--- config.mk ---
export PLATFORM = sky130hd
export DESIGN_NAME = contador_ctrl
export DESIGN_NICKNAME = d
export VERILOG_FILES = /design/src/rtl/contador_ctrl.sv
export SDC_FILE = /design/constraint.sdc
export NUM_CORES = 1
export LEC_CHECK = 0
export CAP_MARGIN = 10
export CORE_AREA = 2 2 39 41
export CTS_CLUSTER_DIAMETER = 80
export DETAILED_ROUTE_END_ITERATION = 6
export DIE_AREA = 0 0 41 43
export GPL_ROUTABILITY_DRIVEN = 1
export PLACE_DENSITY = 0.65
export SYNTH_ARGS = -nofsm -noshare
export SYNTH_HDL_FRONTEND = slang
export SYNTH_SLANG_ARGS = --single-unit
--- constraint.sdc ---
create_clock -name clk -period 2.6 [get_ports clk]
set_input_delay 0.26 -clock clk [delete_from_list [all_inputs] [get_ports clk]]
set_output_delay 0.26 -clock clk [all_outputs]
set_load 0.01 [all_outputs]
--- src/rtl/contador_ctrl.sv ---
// Sequencer for the shared down-counter datapath: loads an iteration count, runs
// one req/ack handshake per iteration and flags a sticky error on ack timeout.
module contador_ctrl #(
  parameter int TW  = 4,
  parameter int TMO = 15
) (
  input  logic       clk,
  input  logic       rst,
  input  logic       start,
  input  logic       abort,
  input  logic       z,
  input  logic       ack,
  output logic [1:0] opc,
  output logic       req,
  output logic       busy,
  output logic       done,
  output logic       err
);

  typedef enum logic [2:0] {
    S_IDLE,
    S_LOAD,
    S_CHECK,
    S_REQ,
    S_DEC,
    S_DONE,
    S_ERR,
    S_ABT
  } state_t;

  localparam logic [1:0] OPC_CLR  = 2'd0;
  localparam logic [1:0] OPC_HOLD = 2'd1;
  localparam logic [1:0] OPC_DEC  = 2'd2;
  localparam logic [1:0] OPC_LOAD = 2'd3;

  localparam bit            TMO_EN   = (TMO != 0);
  localparam logic [TW-1:0] TMO_LAST = TMO_EN ? TW'(TMO - 1) : '0;

  state_t        state;
  state_t        state_nx;
  logic [TW-1:0] tcnt;
  logic [TW-1:0] tcnt_nx;

  always_ff @(posedge clk or posedge rst) begin
    if (rst) begin
      state <= S_IDLE;
      tcnt  <= '0;
    end else begin
      state <= state_nx;
      tcnt  <= tcnt_nx;
    end
  end

  // Abort outranks every other condition in the active states, including ack.
  always_comb begin
    state_nx = state;
    tcnt_nx  = '0;
    case (state)
      S_IDLE: begin
        if (start && !abort) state_nx = S_LOAD;
      end
      S_LOAD: begin
        state_nx = abort ? S_ABT : S_CHECK;
      end
      S_CHECK: begin
        if (abort)  state_nx = S_ABT;
        else if (z) state_nx = S_DONE;
        else        state_nx = S_REQ;
      end
      S_REQ: begin
        if (abort)                            state_nx = S_ABT;
        else if (ack)                         state_nx = S_DEC;
        else if (TMO_EN && tcnt == TMO_LAST)  state_nx = S_ERR;
        else                                  tcnt_nx  = tcnt + 1'b1;
      end
      S_DEC: begin
        state_nx = abort ? S_ABT : S_CHECK;
      end
      S_DONE: begin
        state_nx = abort ? S_ABT : S_IDLE;
      end
      S_ERR: begin
        if (abort) state_nx = S_IDLE;
      end
      S_ABT: begin
        state_nx = S_IDLE;
      end
      default: begin
        state_nx = S_IDLE;
      end
    endcase
  end

  // Moore decode: outputs depend on the state register alone.
  always_comb begin
    opc  = OPC_HOLD;
    req  = 1'b0;
    busy = 1'b1;
    done = 1'b0;
    err  = 1'b0;
    case (state)
      S_IDLE:  busy = 1'b0;
      S_LOAD:  opc  = OPC_LOAD;
      S_CHECK: opc  = OPC_HOLD;
      S_REQ:   req  = 1'b1;
      S_DEC:   opc  = OPC_DEC;
      S_DONE:  done = 1'b1;
      S_ERR: begin
        opc = OPC_CLR;
        err = 1'b1;
      end
      S_ABT:   opc  = OPC_CLR;
      default: busy = 1'b0;
    endcase
  end

endmodule

# Word level (Yosys, flattened, before mapping)
# Cells that the tools add are included.
totals:
  register_bits: 7
  in_bits: 6
  elab_cells: 39
classes:
  add_sub_neg: 1
  eq_ne: 11
  n_mux: 19
  n_reduce_logical: 6
ops:
  columns: ["operator", "count"]
  rows:
  - ["$mux 3", 9]
  - ["$pmux 3 s7", 1]
  - ["$mux 4", 4]
  - ["$eq 3x3->1 const B", 4]
  - ["$eq 3x2->1 const B", 2]
  - ["$pmux 2 s3", 1]
  - ["$add 4x1->4 const B", 1]
  - ["$eq 4x4->1 const B", 1]
  - ["$mux 1", 4]
  - ["$ne 2x2->1 const B", 2]
  - ["$ne 4x4->1 const B", 1]
  - ["$reduce_or 2->1", 2]
  - ["$eq 3x1->1 const B", 1]
  - ["$logic_not 3->1", 1]
  - ["$reduce_and 3->1", 1]
  - ["$logic_and 1x1->1", 1]
  - ["$logic_not 1->1", 1]

# Logic depth before layout (Yosys ltp)
# Gate-level depths: netlist of the first run.
depth:
  ltp_word: 5
  ltp_mapped: 6
  ltp_nobuf: 6

# Least setup slack after synthesis of the first run
# No wires, ideal clock.
synth_timing:
  path_type: "register -> register"
  from: "register tcnt[0]"
  to: "register state[1]"
  t_arrival_ps: 1362
  slack_ps: 1159
  stages_incl_launch_ff: 7
  n_path_buf: 0
  period_less_slack_ps: 1441
  cell_sequence: "dfrtp_1 -> inv_1 -> ha_1 -> a311oi_1 -> nand2_2 -> o311ai_2 -> mux2i_1"
synth_between:
  elab_chain_cells: 3
synth_lines:
  columns: ["item", "line_no", "rtl"]
  rows:
  - ["start: declaration", "41", "logic [TW-1:0] tcnt;"]
  - ["start signal: assignment", "50", "tcnt <= tcnt_nx;"]
  - ["$eq 4x4->1", "73", "else if (TMO_EN && tcnt == TMO_LAST) state_nx = S_ERR;"]
  - ["$ne 4x4->1 (no line)", null, null]
  - ["$reduce_and 3->1 (no line)", null, null]
  - ["end signal: assignment", "49", "state <= state_nx;"]
  - ["end: declaration", "39", "state_t state;"]
# Every way passes these cells.
# A chain may end at the register's enable or synchronous reset.

# Worst setup path in the final report of the first run
layout_timing:
  from: "register state[0]"
  to: "output busy"
layout_between:
  elab_chain_cells: 2
layout_lines:
  columns: ["item", "line_no", "rtl"]
  rows:
  - ["$logic_not 3->1", "101", "case (state)"]
  - ["$mux 1", "101", null]
  - ["end: declaration", "15", "output logic busy,"]
# Every way passes these cells.

==> impl_results.rst, run 1 <==
.. list-table::
   :header-rows: 1

   * - Metric
     - Value
   * - Cell type contributing the most total cell area after synthesis
     - sky130_fd_sc_hd__dfrtp_1
   * - Inserted Clock Buffers
     - 3
   * - Buf+Inv Stages, Crit Path
     - 1
   * - Clk Tree Root Cell
     - sky130_fd_sc_hd__clkbuf_4
   * - Wl on met1
     - 400 um
   * - Worst-case headroom to the max-slew limit
     - 0.714
   * - WL/cell
     - 11.5 um
   * - Post-detailed-placement cell area
     - 562 sq um
   * - Total clock sinks
     - 7
   * - Total Power Consumption
     - 0.598 mW
   * - Clock Pin Slew Worst Setup and Hold Paths
     - 0.05 ns
   * - Max cap viols
     - 0
   * - Number of max-slew violations in the final report
     - 0
   * - Final-layout worst hold slack
     - 0.232 ns
   * - Post-route non-filler standard cell count
     - 75
   * - Arrival time worst endpoint
     - 1.77 ns
   * - Syn_area_per_cell
     - 9.74 sq um
   * - Combined area of all synthesized cells
     - 458 sq um
   * - Post-detailed-route count of antenna-violating nets
     - 0
   * - Type of destination of the critical path
     - primary output
   * - Setup Viol. Count Final
     - 0
   * - Area of the core
     - 1380 sq um
   * - Ys Warns
     - 0
   * - Number of buffers inserted by hold repair at cts
     - 0
   * - Worst-skew pair later-pin latency
     - 0.25 ns
   * - Power per cell area
     - 1020 nW/um^2
   * - Wire length of the first global-routing pass
     - 1490 um
   * - Clk_skew
     - 0.00666 ns
   * - Total Wirelength
     - 863 um
   * - Filler cell count in the final layout
     - 149
   * - Ordered list of cells on the worst path
     - or3_2 -> clkdlybuf4s50_1
   * - Number of library cell types mapped by synthesis
     - 27
   * - Worst setup path class
     - reg -> out
   * - Met2 Routed Length
     - 380 um
   * - Highest ir drop seen on vdd
     - 0.651 mV
   * - Worst EP required
     - 2.34 ns
   * - TritonRoute pass-1 iters
     - 4
   * - Floorplan die height
     - 43 um
   * - Number of levels the H-tree was split into
     - 1
   * - Highest Signal Layer
     - met3
   * - Final Net Count
     - 68
   * - Post-route design area
     - 588 sq um
   * - Largest net degree at the start of global routing
     - 14
   * - Buffers from clock root to sink, at most
     - 2
   * - Clock period minus final worst setup slack
     - 2.03 ns
   * - Post-DP HPWL
     - 622 um
   * - Worst-path cell with the longest stage delay
     - sky130_fd_sc_hd__or3_2
   * - Unrepaired setup endpoints after global routing
     - no
   * - Number of enable flip-flop cells after synthesis
     - 0
   * - Number of global-route vias before repair
     - 344
   * - Fraction of the yosys area taken by sequential cells
     - 0.383
   * - Leakage dissipation
     - 0.255 nW
   * - Detailed-route vias per instance
     - 4.84
   * - Starting Density
     - 0.331
   * - Number of nets in the synthesized netlist
     - 55
   * - Buffers added on ports
     - 11
   * - Post-synthesis instance total
     - 47
   * - Post CTS Setup Buffer Count
     - 0
   * - Fraction of final layout cells with drive strength greater than 1
     - 0.153
   * - Initial detailed-routing violation count
     - 11
   * - Transition time at the pin with the least slew margin
     - 0.425 ns
   * - Global router's overall resource usage
     - 0.130
   * - Most common flop cell mapped by yosys
     - sky130_fd_sc_hd__dfrtp_1
   * - Vias after detailed routing
     - 363
   * - Register-to-register setup slack
     - 0.95 ns
   * - Reg-to-reg critical path startpoint
     - tcnt[0]
   * - Post-cts resize count
     - 0
   * - Antenna diode count
     - 0
   * - Hold/Removal Path Class
     - in -> async
   * - Status
     - complete, no violations
   * - Reg2Reg Depth
     - 6
   * - Largest incremental delay on the critical path
     - 0.52 ns
   * - Count of placed standard cells including taps
     - 71
   * - Routability cong.
     - 0.847
   * - Cell class contributing the biggest share of worst-path delay
     - simple AND/OR/NAND/NOR gates
   * - Hold Fails Final Rpt
     - 0
   * - Remaining routing DRC violations
     - 0
   * - Final core utilization
     - 0.425
   * - Maximum fanout along the worst path
     - 13
   * - Area Overhead vs Synth
     - 28.4%
   * - Flip-flop and latch count after synthesis
     - 7
   * - Setup slack after layout
     - 0.568 ns
   * - Fraction of post-synthesis cell area in the top cell type by area
     - 0.383
   * - Share of flip-flops with an asynchronous set or reset
     - 1.00
   * - Launching element type of the critical path
     - flip-flop
   * - Timing-limited maximum frequency
     - 492 MHz
   * - Die Width
     - 41 um
   * - Worst reg2reg endpoint
     - state[1]
   * - Full die area
     - 1760 sq um
   * - Final worst-path cycle share
     - 0.782
   * - Grt total ovfl
     - 0
   * - Setup_tns
     - 0 ns
   * - TritonCTS clock tree
     - done
   * - Dpl ws
     - 0.798 ns
   * - Row cnt
     - 14
   * - Biggest area contributors in the synthesized netlist
     - sky130_fd_sc_hd__dfrtp_1 (38%), sky130_fd_sc_hd__nor2_1 (5.7%), sky130_fd_sc_hd__ha_1 (5.5%), sky130_fd_sc_hd__xnor2_1 (3.8%), sky130_fd_sc_hd__o311ai_2 (3.6%)
   * - I/O Pins
     - 12
   * - Initial antenna violation count
     - 0
   * - Routed wl met3
     - 83 um
## logic make-up after synthesis
family	count (synthesis)	synth area share
AO/OA/AOI/OAI	10	0.180
XOR/XNOR	3	0.0574
adder cells (fa/ha/maj)	2	0.0546
buffers and inverters	7	0.0901
flip-flops	7	0.383
multiplexers	2	0.0464
AND/OR/NAND/NOR	16	0.189
## cell usage after synthesis (all sizes together) (2+ instances only)
cell and number:
buf 3, nand2 3, ha 2, o21ai 2, inv 4, nor2 7, dfrtp 7, o311ai 2
xnor2 2
## final cells by class
type / count / area, sq um / area share
Tap cell: 16 / 20.0 / 0.0340
Sequential cell: 7 / 175 / 0.298
Clock buffer: 4 / 26.3 / 0.0447
Multi-Input combinational cell: 33 / 241 / 0.411
Inverter: 4 / 15.0 / 0.0255
Timing Repair Buffer: 11 / 110 / 0.187
## worst max-delay path by stage
stage	start	end	slack (ns)	cells past startpoint
2_1_floorplan	tcnt[0]	state[1]	1.16	6
3_3_place_gp	abort	state[2]	0.81	5
3_5_place_dp	abort	state[2]	0.80	5
4_1_cts	state[0]	busy	0.55	2
5_1_grt	state[0]	busy	0.49	2
6_report	state[0]	busy	0.57	2
## cells in the final DEF, fill, tap and decap left out
cell,instances
sky130_fd_sc_hd__xnor2_1,2
sky130_fd_sc_hd__a22oi_1,1
sky130_fd_sc_hd__o32ai_1,1
sky130_fd_sc_hd__or3_2,1
sky130_fd_sc_hd__a311oi_1,1
sky130_fd_sc_hd__clkdlybuf4s50_1,11
sky130_fd_sc_hd__nand2_2,1
sky130_fd_sc_hd__mux2_2,1
sky130_fd_sc_hd__xor2_1,1
sky130_fd_sc_hd__clkbuf_1,1
sky130_fd_sc_hd__inv_1,4
sky130_fd_sc_hd__nor2_1,7
sky130_fd_sc_hd__ha_1,2
sky130_fd_sc_hd__and3b_2,1
sky130_fd_sc_hd__o311ai_2,1
sky130_fd_sc_hd__dfrtp_1,7
sky130_fd_sc_hd__o21ai_0,2
sky130_fd_sc_hd__or4_4,1
sky130_fd_sc_hd__o311ai_0,1
sky130_fd_sc_hd__o211a_1,1
sky130_fd_sc_hd__a21oi_1,1
sky130_fd_sc_hd__and3_1,1
sky130_fd_sc_hd__nand3_1,1
sky130_fd_sc_hd__o211ai_1,1
sky130_fd_sc_hd__nand2_1,2
sky130_fd_sc_hd__mux2i_1,1
sky130_fd_sc_hd__nor2b_1,1
sky130_fd_sc_hd__clkbuf_4,3
## power by group
part | internal [mW] | total, mW | switching, mW
sequential | 0.136 | 0.203 | 0.0673
combinational | 0.175 | 0.297 | 0.122
clock | 0.0585 | 0.0978 | 0.0393
total | 0.370 | 0.598 | 0.229
## sequential cells by signal, summed over array words and instances (netlist names)
name,cells
tcnt,4
state,3
## worst reg2reg max path, stage by stage (launching register included)
cell,delay (ns)
sky130_fd_sc_hd__dfrtp_1,0.39
sky130_fd_sc_hd__inv_1,0.06
sky130_fd_sc_hd__ha_1,0.20
sky130_fd_sc_hd__a311oi_1,0.43
sky130_fd_sc_hd__nand2_2,0.18
sky130_fd_sc_hd__o311ai_2,0.12
sky130_fd_sc_hd__mux2i_1,0.21
## layer usage
| metal | track usage | vias up |
|---|---|---|
| li1 | - | 187 |
| met1 | 0.193 | 161 |
| met2 | 0.153 | 15 |
| met3 | 0.0628 | 0 |
| met4 | 0.0600 | 0 |
| met5 | 0 | - |
No activity file was read; power rests on OpenSTA's default activity.
==> run 2: changes to the inputs <==
--- a/config.mk
+++ b/config.mk
@@ -11,7 +11,7 @@
 export DETAILED_ROUTE_END_ITERATION = 6
 export DIE_AREA = 0 0 41 43
 export GPL_ROUTABILITY_DRIVEN = 1
-export PLACE_DENSITY = 0.65
+export PLACE_DENSITY = 0.67
 export SYNTH_ARGS = -nofsm -noshare
 export SYNTH_HDL_FRONTEND = slang
 export SYNTH_SLANG_ARGS = --single-unit
==> constraint.sdc (replaced) <==
create_clock -name clk -period 1.7 [get_ports clk]
set_input_delay 0.17 -clock clk [delete_from_list [all_inputs] [get_ports clk]]
set_output_delay 0.17 -clock clk [all_outputs]
set_load 0.01 [all_outputs]
==> run 2 against run 1 <==
Utilization rose by 2.3 points. Critical path type unchanged. Global-route usage down 1.8 points. Non-clock buffer count up 5. Largest cell class unchanged. Flip-flop and latch count did not move. Power is 57% higher.
==> impl_results.rst, run 2 (synthesis gave the netlist of run 1 again) <==
.. list-table::
   :header-rows: 1

   * - Metric
     - Value
   * - Status
     - complete, no violations
   * - Vias after detailed routing
     - 396 (+9.1%)
   * - Maximum fanout along the worst path
     - 12 (-1)
   * - Full die area
     - 1760 sq um (unchanged)
   * - Power per cell area
     - 1520 nW/um^2 (+50%)
   * - Post-DP HPWL
     - 717 um (+15%)
   * - Worst-case headroom to the max-slew limit
     - 0.751 (+0.0367)
   * - Worst setup path class
     - reg -> out
   * - Post-detailed-route count of antenna-violating nets
     - 0 (unchanged)
   * - Setup_tns
     - 0 ns (unchanged)
   * - Area Overhead vs Synth
     - 35.2%
   * - Remaining routing DRC violations
     - 0 (unchanged)
   * - Floorplan die height
     - 43 um (unchanged)
   * - Unrepaired setup endpoints after global routing
     - no
   * - Number of global-route vias before repair
     - 356 (+3.5%)
   * - Clock period minus final worst setup slack
     - 1.59 ns
   * - Highest ir drop seen on vdd
     - 0.604 mV (-7.2%)
   * - Worst-skew pair later-pin latency
     - 0.24 ns (about the same)
   * - Antenna diode count
     - 0 (unchanged)
   * - Launching element type of the critical path
     - flip-flop
   * - Row cnt
     - 14 (unchanged)
   * - Type of destination of the critical path
     - primary output
   * - Global router's overall resource usage
     - 0.112 (-0.0183)
   * - Worst EP required
     - 1.53 ns (-0.81 ns)
   * - Final core utilization
     - 0.448 (+0.0226)
   * - Final Net Count
     - 73 (+7.4%)
   * - Total Wirelength
     - 858 um (-0.58%)
   * - Largest net degree at the start of global routing
     - 13 (-1)
   * - Arrival time worst endpoint
     - 1.42 ns (-0.35 ns)
   * - Count of placed standard cells including taps
     - 76 (+7.0%)
   * - TritonRoute pass-1 iters
     - 2 (-2)
   * - Fraction of final layout cells with drive strength greater than 1
     - 0.219 (+0.0662)
   * - Total clock sinks
     - 7 (unchanged)
   * - Routability cong.
     - 0.828 (-2.3%)
   * - Wire length of the first global-routing pass
     - 1310 um (-12%)
   * - Clk Tree Root Cell
     - sky130_fd_sc_hd__clkbuf_4
   * - Clock Pin Slew Worst Setup and Hold Paths
     - 0.05 ns (about the same)
   * - Max cap viols
     - 0 (unchanged)
   * - Reg2Reg Depth
     - 6 (unchanged)
   * - Transition time at the pin with the least slew margin
     - 0.371 ns (-0.0547 ns)
   * - Max FFs per register
     - 4 (unchanged)
   * - Die Width
     - 41 um (unchanged)
   * - Grt total ovfl
     - 0 (unchanged)
   * - I/O Pins
     - 12 (unchanged)
   * - Leakage dissipation
     - 0.289 nW (+13%)
   * - Final worst-path cycle share
     - 0.938
   * - Registers with the highest flip-flop counts
     - tcnt x4, state x3
   * - Initial detailed-routing violation count
     - 6 (-5)
   * - Timing-limited maximum frequency
     - 627 MHz
   * - Total Power Consumption
     - 0.942 mW (+57%)
   * - Setup Viol. Count Final
     - 0 (unchanged)
   * - Number of max-slew violations in the final report
     - 0 (unchanged)
   * - Detailed-route vias per instance
     - 4.95 (+2.3%)
   * - Most frequent cells in the layout
     - sky130_fd_sc_hd__nor2_1 (7), sky130_fd_sc_hd__dfrtp_1 (7), sky130_fd_sc_hd__clkdlybuf4s50_1 (6)
   * - Clk_skew
     - 0.00318 ns (-0.00348 ns)
   * - Buffers from clock root to sink, at most
     - 2 (unchanged)
   * - Inserted Clock Buffers
     - 3 (unchanged)
   * - Starting Density
     - 0.331 (unchanged)
   * - Largest register by flop count
     - tcnt
   * - Hold Fails Final Rpt
     - 0 (unchanged)
   * - Final-layout worst hold slack
     - 0.157 ns (-0.0752 ns)
   * - WL/cell
     - 10.7 um (-6.8%)
   * - TritonCTS clock tree
     - done
   * - Post-route non-filler standard cell count
     - 80 (+6.7%)
   * - Area of the core
     - 1380 sq um (unchanged)
   * - Hold/Removal Path Class
     - in -> async
   * - Number of levels the H-tree was split into
     - 1 (unchanged)
   * - Buffers added on ports
     - 11 (unchanged)
   * - Initial antenna violation count
     - 0 (unchanged)
==> run 2: cell count changes in the layout (fill, tap and decap cells not counted), sizes merged <==
cell / delta
dlygate4sd2: +5
clkdlybuf4s50: -5
buf: +5
==> run 2: metal layers <==
| layer | global-route usage | part of all wire | vias to the layer above |
|---|---|---|---|
| li1 | - | - | 203 |
| met4 | 0.0400 | 0 | 0 |
| met5 | 0 | 0 | - |
| met3 | 0.0471 | 0.035 | 0 |
| met1 | 0.123 | 0.42 | 188 |
| met2 | 0.181 | 0.54 | 5 |
==> run 2: timing repair <==
item / in CTS / in global routing
resized for setup: 5 / 0
setup buffers: 0 / 0
setup endpoints to repair: 5 / 0
hold buffers: 0 / 0
==> run 2: metrics by stage <==
| stage | cell area [sq um] | setup slack, ns |
|---|---|---|
| 5_1_grt | 619 | 0.0182 |
| 3_5_place_dp | 599 | 0.136 |
| 6_report | 619 | 0.106 |
| 3_3_place_gp | 599 | 0.142 |
| 4_1_cts | 619 | 0.0841 |
| 2_1_floorplan | 458 | 0.259 |
==> run 2: worst paths after layout <==
path	start	endpoint	slack, ns
max in group asynchronous	rst	state[2]	1.34
worst max register to register	tcnt[0]	state[1]	0.13
worst min register to register	tcnt[0]	tcnt[0]	0.48
min in group clk	tcnt[0]	tcnt[0]	0.48
worst max-delay path	state[0]	err	0.11
worst min-delay path	rst	tcnt[2]	0.16
==> run 2: cell type report <==
| type | count | area (sq um) |
|---|---|---|
| multi-input cells | 33 | 241 |
| repair buffers | 16 | 141 |
| well taps | 16 | 20.0 |
| clock buffers | 4 | 26.3 |
| fillers | 142 | 764 |
| inverters | 4 | 15.0 |
| flip-flops and latches | 7 | 175 |
==> run 2: critical path: stages (launching register included) <==
cell	delay [ns]
sky130_fd_sc_hd__dfrtp_1	0.37
sky130_fd_sc_hd__buf_4	0.18
sky130_fd_sc_hd__nor2_1	0.10
sky130_fd_sc_hd__clkdlybuf4s50_1	0.54
==> run 2: where the power goes <==
part           switching, mW  total, mW  internal, mW
registers             0.0171      0.226         0.209
clock network         0.0500      0.139        0.0888
logic                  0.288      0.577         0.289
total                  0.355      0.942         0.587
